## config.mk

```make
export PLATFORM = sky130hd
export DESIGN_NAME = csr_file
export DESIGN_NICKNAME = d
export VERILOG_FILES = /design/src/rtl/csr_file.sv
export SDC_FILE = /design/constraint.sdc
export NUM_CORES = 1
export LEC_CHECK = 0
export ABC_CLOCK_PERIOD_IN_PS = 30700
export BUFFER_PORTS_ARGS = -buffer_cell sky130_fd_sc_hd__buf_2
export CORE_AREA = 3 3 296 298
export CTS_CLUSTER_DIAMETER = 200
export DETAILED_ROUTE_END_ITERATION = 8
export DIE_AREA = 0 0 299 301
export GPL_TIMING_DRIVEN = 1
export PLACE_DENSITY = 0.4
export RECOVER_POWER = 100
export SYNTH_ARGS = -nofsm -noshare
export SYNTH_HDL_FRONTEND = slang
export SYNTH_SLANG_ARGS = --single-unit
export TNS_END_PERCENT = 20
```

## constraint.sdc

```tcl
create_clock -name clk -period 30.7 [get_ports clk]
set_clock_uncertainty 0.1 [all_clocks]
set_input_delay 6.14 -clock clk [delete_from_list [all_inputs] [get_ports clk]]
set_output_delay 6.14 -clock clk [all_outputs]
set_load 0.1 [all_outputs]
```

## src/rtl/csr_file.sv

```systemverilog
// Purpose : LoongArch-style control/status register file with an optional countdown timer (macro CSR_TIMER_EN).
// Latency : reads are combinational from inst_addr; writes commit on the next clk edge; rd_csr/ti_out are registered.
// Backpress: none -- every read/write strobe is accepted in the cycle it is presented; no stall path exists.

package csr_pkg;

    typedef struct packed {
        logic        we;
        logic [31:0] crmd;
        logic [31:0] prmd;
        logic [31:0] estat;
        logic [31:0] era;
        logic [31:0] badv;
    } excp_wr_csr_req_t;

    typedef struct packed {
        logic [31:0] crmd;
        logic [31:0] prmd;
        logic [31:0] ecfg;
        logic [31:0] estat;
        logic [31:0] era;
        logic [31:0] badv;
        logic [31:0] eentry;
        logic [31:0] save0;
        logic [31:0] save1;
        logic [31:0] save2;
        logic [31:0] save3;
        logic [31:0] tid;
        logic [31:0] tcfg;
        logic [31:0] tval;
        logic [31:0] tlbrentry;
    } csr_t;

    localparam logic [13:0] CSR_CRMD      = 14'h000;
    localparam logic [13:0] CSR_PRMD      = 14'h001;
    localparam logic [13:0] CSR_ECFG      = 14'h004;
    localparam logic [13:0] CSR_ESTAT     = 14'h005;
    localparam logic [13:0] CSR_ERA       = 14'h006;
    localparam logic [13:0] CSR_BADV      = 14'h007;
    localparam logic [13:0] CSR_EENTRY    = 14'h00C;
    localparam logic [13:0] CSR_SAVE0     = 14'h030;
    localparam logic [13:0] CSR_SAVE1     = 14'h031;
    localparam logic [13:0] CSR_SAVE2     = 14'h032;
    localparam logic [13:0] CSR_SAVE3     = 14'h033;
    localparam logic [13:0] CSR_TID       = 14'h040;
    localparam logic [13:0] CSR_TCFG      = 14'h041;
    localparam logic [13:0] CSR_TVAL      = 14'h042;
    localparam logic [13:0] CSR_TICLR     = 14'h044;
    localparam logic [13:0] CSR_TLBRENTRY = 14'h088;

    // Architecturally writable bits per register.
    localparam logic [31:0] WMASK_CRMD   = 32'h0000_01FF;
    localparam logic [31:0] WMASK_PRMD   = 32'h0000_0007;
    localparam logic [31:0] WMASK_ECFG   = 32'h0000_1BFF;
    localparam logic [31:0] WMASK_ESTAT  = 32'h0000_0003;
    localparam logic [31:0] WMASK_ENTRY  = 32'hFFFF_FFC0;
    localparam logic [31:0] WMASK_FULL   = 32'hFFFF_FFFF;

    localparam logic [31:0] CRMD_RESET   = 32'h0000_0008;

endpackage

module csr_file #(
    parameter int TIMER_W = 32
) (
    input  logic                      clk,
    input  logic                      rst,
    input  logic                      inst_re,
    input  logic [13:0]               inst_addr,
    output logic [31:0]               inst_rdata,
    input  logic                      inst_we,
    input  logic [31:0]               inst_wdata,
    input  logic [31:0]               inst_wmask,
    input  csr_pkg::excp_wr_csr_req_t excp_wr_req,
    output csr_pkg::csr_t             rd_csr,
    input  logic [7:0]                hwi_in,
    output logic                      ti_out
);
    import csr_pkg::*;

    // old/new merge restricted to the bits software may actually change
    function automatic logic [31:0] merge(input logic [31:0] old_v,
                                          input logic [31:0] wdata,
                                          input logic [31:0] wmask,
                                          input logic [31:0] field);
        logic [31:0] m;
        m = wmask & field;
        return (old_v & ~m) | (wdata & m);
    endfunction

    logic [31:0] crmd_q, crmd_d;
    logic [31:0] prmd_q, prmd_d;
    logic [31:0] ecfg_q, ecfg_d;
    logic [31:0] estat_q, estat_d;
    logic [31:0] era_q, era_d;
    logic [31:0] badv_q, badv_d;
    logic [31:0] eentry_q, eentry_d;
    logic [31:0] save0_q, save0_d;
    logic [31:0] save1_q, save1_d;
    logic [31:0] save2_q, save2_d;
    logic [31:0] save3_q, save3_d;
    logic [31:0] tlbrentry_q, tlbrentry_d;

    // next value of the timer-interrupt flag, mirrored into ESTAT.is[11]
    logic        timer_flag_d;
    logic [31:0] tid_view;
    logic [31:0] tcfg_view;
    logic [31:0] tval_view;

    // inst_re carries no side effects here: reads are pure address decode
    logic unused_sigs;
    assign unused_sigs = ^{inst_re, 32'(TIMER_W)};

`ifdef CSR_TIMER_EN
    typedef enum logic [1:0] {
        T_IDLE  = 2'd0,
        T_COUNT = 2'd1,
        T_DONE  = 2'd2
    } tmr_state_e;

    tmr_state_e          tst_q, tst_d;
    logic [31:0]         tid_q, tid_d;
    logic [TIMER_W-1:0]  tcfg_q, tcfg_d;
    logic [TIMER_W-1:0]  tval_q, tval_d;
    logic [TIMER_W-1:0]  tcfg_new;
    logic                timer_flag_q;
    logic                tcfg_wr;
    logic                ticlr_wr;
    logic                expire;

    assign tcfg_wr  = inst_we && (inst_addr == CSR_TCFG);
    assign ticlr_wr = inst_we && (inst_addr == CSR_TICLR) && inst_wdata[0] && inst_wmask[0];
    assign tcfg_new = (tcfg_q & ~inst_wmask[TIMER_W-1:0])
                    | (inst_wdata[TIMER_W-1:0] & inst_wmask[TIMER_W-1:0]);

    // timer state, count, config and flag registers
    always_ff @(posedge clk or posedge rst) begin
        if (rst) begin
            tst_q        <= T_IDLE;
            tid_q        <= '0;
            tcfg_q       <= '0;
            tval_q       <= '0;
            timer_flag_q <= 1'b0;
        end else begin
            tst_q        <= tst_d;
            tid_q        <= tid_d;
            tcfg_q       <= tcfg_d;
            tval_q       <= tval_d;
            timer_flag_q <= timer_flag_d;
        end
    end

    // timer next state: a TCFG write restarts everything, otherwise count/expire/reload
    always_comb begin
        tst_d   = tst_q;
        tcfg_d  = tcfg_q;
        tval_d  = tval_q;
        tid_d   = tid_q;
        expire  = 1'b0;
        if (inst_we && (inst_addr == CSR_TID)) begin
            tid_d = merge(tid_q, inst_wdata, inst_wmask, WMASK_FULL);
        end
        if (tcfg_wr) begin
            tcfg_d = tcfg_new;
            tval_d = {tcfg_new[TIMER_W-1:2], 2'b00};
            tst_d  = tcfg_new[0] ? T_COUNT : T_IDLE;
        end else begin
            case (tst_q)
                T_COUNT: begin
                    if (tval_q != '0) begin
                        tval_d = tval_q - TIMER_W'(1);
                    end else begin
                        expire = 1'b1;
                        if (tcfg_q[1]) begin
                            tval_d = {tcfg_q[TIMER_W-1:2], 2'b00};
                        end else begin
                            tst_d = T_DONE;
                        end
                    end
                end
                default: begin
                    tst_d = tst_q;
                end
            endcase
        end
        // an expiry in the same cycle as a clear must leave the flag set
        if (expire) begin
            timer_flag_d = 1'b1;
        end else if (ticlr_wr) begin
            timer_flag_d = 1'b0;
        end else begin
            timer_flag_d = timer_flag_q;
        end
    end

    assign tid_view  = tid_q;
    assign tcfg_view = 32'(tcfg_q);
    assign tval_view = 32'(tval_q);
    assign ti_out    = timer_flag_q;
`else
    assign timer_flag_d = 1'b0;
    assign tid_view     = '0;
    assign tcfg_view    = '0;
    assign tval_view    = '0;
    assign ti_out       = 1'b0;
`endif

    // core CSR storage
    always_ff @(posedge clk or posedge rst) begin
        if (rst) begin
            crmd_q      <= CRMD_RESET;
            prmd_q      <= '0;
            ecfg_q      <= '0;
            estat_q     <= '0;
            era_q       <= '0;
            badv_q      <= '0;
            eentry_q    <= '0;
            save0_q     <= '0;
            save1_q     <= '0;
            save2_q     <= '0;
            save3_q     <= '0;
            tlbrentry_q <= '0;
        end else begin
            crmd_q      <= crmd_d;
            prmd_q      <= prmd_d;
            ecfg_q      <= ecfg_d;
            estat_q     <= estat_d;
            era_q       <= era_d;
            badv_q      <= badv_d;
            eentry_q    <= eentry_d;
            save0_q     <= save0_d;
            save1_q     <= save1_d;
            save2_q     <= save2_d;
            save3_q     <= save3_d;
            tlbrentry_q <= tlbrentry_d;
        end
    end

    // core CSR next state: software write, then exception override, then interrupt sampling
    always_comb begin
        crmd_d      = crmd_q;
        prmd_d      = prmd_q;
        ecfg_d      = ecfg_q;
        estat_d     = estat_q;
        era_d       = era_q;
        badv_d      = badv_q;
        eentry_d    = eentry_q;
        save0_d     = save0_q;
        save1_d     = save1_q;
        save2_d     = save2_q;
        save3_d     = save3_q;
        tlbrentry_d = tlbrentry_q;
        if (inst_we) begin
            case (inst_addr)
                CSR_CRMD:      crmd_d      = merge(crmd_q,      inst_wdata, inst_wmask, WMASK_CRMD);
                CSR_PRMD:      prmd_d      = merge(prmd_q,      inst_wdata, inst_wmask, WMASK_PRMD);
                CSR_ECFG:      ecfg_d      = merge(ecfg_q,      inst_wdata, inst_wmask, WMASK_ECFG);
                CSR_ESTAT:     estat_d     = merge(estat_q,     inst_wdata, inst_wmask, WMASK_ESTAT);
                CSR_ERA:       era_d       = merge(era_q,       inst_wdata, inst_wmask, WMASK_FULL);
                CSR_BADV:      badv_d      = merge(badv_q,      inst_wdata, inst_wmask, WMASK_FULL);
                CSR_EENTRY:    eentry_d    = merge(eentry_q,    inst_wdata, inst_wmask, WMASK_ENTRY);
                CSR_SAVE0:     save0_d     = merge(save0_q,     inst_wdata, inst_wmask, WMASK_FULL);
                CSR_SAVE1:     save1_d     = merge(save1_q,     inst_wdata, inst_wmask, WMASK_FULL);
                CSR_SAVE2:     save2_d     = merge(save2_q,     inst_wdata, inst_wmask, WMASK_FULL);
                CSR_SAVE3:     save3_d     = merge(save3_q,     inst_wdata, inst_wmask, WMASK_FULL);
                CSR_TLBRENTRY: tlbrentry_d = merge(tlbrentry_q, inst_wdata, inst_wmask, WMASK_ENTRY);
                default:       ;
            endcase
        end
        // exception entry/return owns these five registers outright
        if (excp_wr_req.we) begin
            crmd_d  = excp_wr_req.crmd;
            prmd_d  = excp_wr_req.prmd;
            estat_d = excp_wr_req.estat;
            era_d   = excp_wr_req.era;
            badv_d  = excp_wr_req.badv;
        end
        // interrupt pending bits always track their sources
        estat_d[9:2] = hwi_in;
        estat_d[11]  = timer_flag_d;
    end

    // combinational read decode; unimplemented numbers return zero
    always_comb begin
        inst_rdata = '0;
        case (inst_addr)
            CSR_CRMD:      inst_rdata = crmd_q;
            CSR_PRMD:      inst_rdata = prmd_q;
            CSR_ECFG:      inst_rdata = ecfg_q;
            CSR_ESTAT:     inst_rdata = estat_q;
            CSR_ERA:       inst_rdata = era_q;
            CSR_BADV:      inst_rdata = badv_q;
            CSR_EENTRY:    inst_rdata = eentry_q;
            CSR_SAVE0:     inst_rdata = save0_q;
            CSR_SAVE1:     inst_rdata = save1_q;
            CSR_SAVE2:     inst_rdata = save2_q;
            CSR_SAVE3:     inst_rdata = save3_q;
            CSR_TID:       inst_rdata = tid_view;
            CSR_TCFG:      inst_rdata = tcfg_view;
            CSR_TVAL:      inst_rdata = tval_view;
            CSR_TLBRENTRY: inst_rdata = tlbrentry_q;
            default:       inst_rdata = '0;
        endcase
    end

    assign rd_csr.crmd      = crmd_q;
    assign rd_csr.prmd      = prmd_q;
    assign rd_csr.ecfg      = ecfg_q;
    assign rd_csr.estat     = estat_q;
    assign rd_csr.era       = era_q;
    assign rd_csr.badv      = badv_q;
    assign rd_csr.eentry    = eentry_q;
    assign rd_csr.save0     = save0_q;
    assign rd_csr.save1     = save1_q;
    assign rd_csr.save2     = save2_q;
    assign rd_csr.save3     = save3_q;
    assign rd_csr.tid       = tid_view;
    assign rd_csr.tcfg      = tcfg_view;
    assign rd_csr.tval      = tval_view;
    assign rd_csr.tlbrentry = tlbrentry_q;

endmodule

```

==> impl_metrics.py <==
metrics = {
    "global_route": {
        "grt_max_degree": 110,
        "grt_usage_pct": 20.72,
        "grt-ovfl-total": 0,
        "grt_pass1_vias": 16939,
        "grt_first_pass_wirelength_mm": 134.2,
        "antenna_found_initial": 27,
    },
    "cells_and_area": {
        "nFillCells": 9245,
        "nNetsFinal": 2535,
        "final_area_sq_um": 23590,
        "syn_to_final_growth_pct": 25.35,
        "most-common-layout-cells": "403 x clkbuf_1, 350 x dfrtp_1, 318 x mux2_2, 253 x nand2_1, 239 x buf_2",
        "instances_no_fill": 3472,
        "drive_gt1_share_pct": 29.97,
        "layout_commonest_cell": "clkbuf_1",
    },
    "sta": {
        "min_period_over_period_pct": 64.58,
        "hold_viol": 0,
        "slew_viol_final": 864,
        "max_slew_margin_pct": -245.2,
        "fin_ws_ps": 10870,
        "final.min_clock_period_ps": 19830,
        "max_freq_ghz": 0.05044,
        "timing.hold.ws_ps": 426.8,
        "worst_slew_pin_slew_ps": 5149,
        "tns_ps": 0,
        "setup_violations": 0,
        "rsz0062_at_grt": "false",
    },
    "critical_path": {
        "cp_slowest_cell": "clkbuf_1",
        "critical_path_buf_inv_count": 4,
        "start_kind": "input port",
        "cp_slowest_stage_delay_ps": 2140,
        "critPathArrivalTime_ps": 13590,
        "reg2reg_depth": 2,
        "cp_common_cell": "clkbuf_1",
        "path_delay_family": "buffers and inverters",
        "crit_path_cell_trace": "clkbuf_1, clkbuf_1, or2_0, nor4_4, clkbuf_1, a222oi_1, nand3_1, clkbuf_1",
        "r2r_slack_ps": 29400,
        "crit_path_max_fanout": 33,
        "cp.required_ps": 24460,
        "end_kind": "output pin",
        "critPathKind": "in2out",
    },
    "cts": {
        "hold_buffers": 0,
        "cts_root_buf": "clkbuf_16",
        "cts_setup_buffers": 0,
        "cts.sinks": 351,
        "cts_tree": "done",
        "clk_pin_slew_worst_paths_ps": 50,
        "cts_resized": 0,
        "cts_buffers": 45,
        "clock_latency_ps": 570,
        "clk_path_buf_depth": 3,
        "htreeDepth": 2,
    },
    "synth": {
        "yosysUniqueCellTypes": 52,
        "synthMuxAreaShare_pct": 25.93,
        "synth-seq-cells": 351,
        "yosys.area_share.simple_pct": 11.69,
        "synth_top_family_by_area": "multiplexers",
        "async_flop_share_pct": 100.0,
        "synth-adder-area-share_pct": 0,
        "yosysWarnings": 0,
        "ys_seq_area_share_pct": 46.68,
        "synthFlopType": "dfrtp_1",
        "synth_edf_count": 0,
        "avgSynthCellArea_sq_um": 11.02,
        "synthCells": 1708,
        "synth.cell_area_sq_um": 18820,
        "synth_compound_area_share_pct": 7.133,
        "synth-xor-area-share_pct": 0,
    },
    "route": {
        "ant_nets": 0,
        "post_drt_wl_per_cell_um": 27.89,
        "dr.pass1.iters": 6,
        "vias_per_cell": 4.692,
        "dr_total_vias": 16292,
        "drt_iter0_drc": 1104,
        "drc_errors": 0,
        "wl_mm": 96.82,
    },
    "power_and_ir_drop": {
        "p_leak_nw": 10.41,
        "powerDensity_nw_per_um2": 57.92,
        "irDropWorstVdd_uv": 47.45,
    },
    "placement": {
        "dpl_worst_slack_ps": 14600,
        "placedInstanceArea_sq_um": 22730,
        "io_buffers": 623,
        "dp_cells": 3381,
        "gp_congestion": 0.8618,
        "hpwl_mm": 69.69,
    },
    "flow_run": {
        "drv_cap": 21,
    },
    "status": {
        "status": "finished with violations",
        "violations": "capacitance limit, slew limit",
    },
    "floorplan": {
        "io_pins": 764,
        "initial_core_util_pct": 22.10,
        "die_area_sq_um": 90000,
        "core.rowCount": 107,
        "die_x_um": 299,
        "die_height_um": 301,
        "coreArea_sq_um": 85150,
    },
    "min_path": {
        "hold_path_class": "reg2reg",
        "hold_depth": 1,
    },
}
[metal layers]
metal	vias up	part of all wire (%)	wire (um)	global-route usage, %
met3	138	8.7	8407	6.099
li1	7042	-	-	-
met2	737	49	47550	35.86
met4	18	2.1	2011	4.671
met1	8357	40	38720	25.38
met5	-	0.14	133	0
[worst max path at each step]
| stage | startpoint | endpoint | slack [ps] | cells past startpoint |
|---|---|---|---|---|
| after floorplan | rst | async pin | 14730 | 1 |
| after global placement | inst_addr[0] | inst_rdata[28] | 14630 | 9 |
| after detailed placement | inst_addr[0] | inst_rdata[28] | 14600 | 9 |
| after CTS | inst_addr[0] | inst_rdata[28] | 14600 | 9 |
| after global routing | inst_addr[0] | inst_rdata[29] | 10620 | 9 |
| final | inst_addr[0] | inst_rdata[12] | 10870 | 8 |
[Yosys cell counts, drive strengths merged, types with 4 or more instances]
cell type / count / area [sq um]
mux2: 365 / 4110
dfrtp: 350 / 8758
nand2: 253 / 949.7
buf: 207 / 1376
nand3: 98 / 490.5
mux2i: 68 / 680.7
clkbuf: 61 / 229.0
o21ai: 45 / 225.2
a22oi: 42 / 315.3
nor2: 39 / 146.4
a222oi: 30 / 300.3
a21oi: 23 / 115.1
nor4: 16 / 200.2
o2bb2ai: 11 / 96.34
nand3b: 8 / 60.06
nand4: 8 / 50.05
o22ai: 8 / 50.05
a221oi: 7 / 61.31
a22o: 6 / 52.55
and2: 6 / 37.53
and3: 5 / 31.28
nor3: 5 / 25.02
or4b: 5 / 50.05
a32o: 4 / 40.04
mux4: 4 / 90.09
nor2b: 4 / 25.02
or2: 4 / 25.02
[cell families after synthesis]
logic type,Yosys count
other,1
DFF,351
and+or+nand+nor,464
AOI/OAI and AO/OA,186
buffers and inverters,269
muxes,437
[per-stage QoR]
step | util (%) | power [mW]
global placement | 26.69 | 0.8526
detailed placement | 26.69 | 0.8547
CTS | 28.39 | 1.391
global route | 27.67 | 1.419
floorplan | - | 0.7890
finish | 27.71 | 1.366
[power breakdown]
group	leakage, nW	switching, mW	internal, mW	total [mW]
clock	0.714	0.219	0.308	0.527
sequential	4.56	0.0203	0.483	0.504
combinational	5.14	0.290	0.0460	0.336
total	10.4	0.529	0.837	1.37
[final cells by class]
class / count / area (sq um) / area share, %
clock buffers: 64 / 1328 / 5.627
flip-flops and latches: 351 / 8785 / 37.24
repair buffers: 668 / 2927 / 12.41
multi-input cells: 1217 / 8971 / 38.03
clock inverters: 15 / 115.1 / 0.4879
diodes: 12 / 30.03 / 0.1273
well taps: 1144 / 1431 / 6.067
inverters: 1 / 5.005 / 0.02121
No activity file was read; power rests on OpenSTA's default activity.
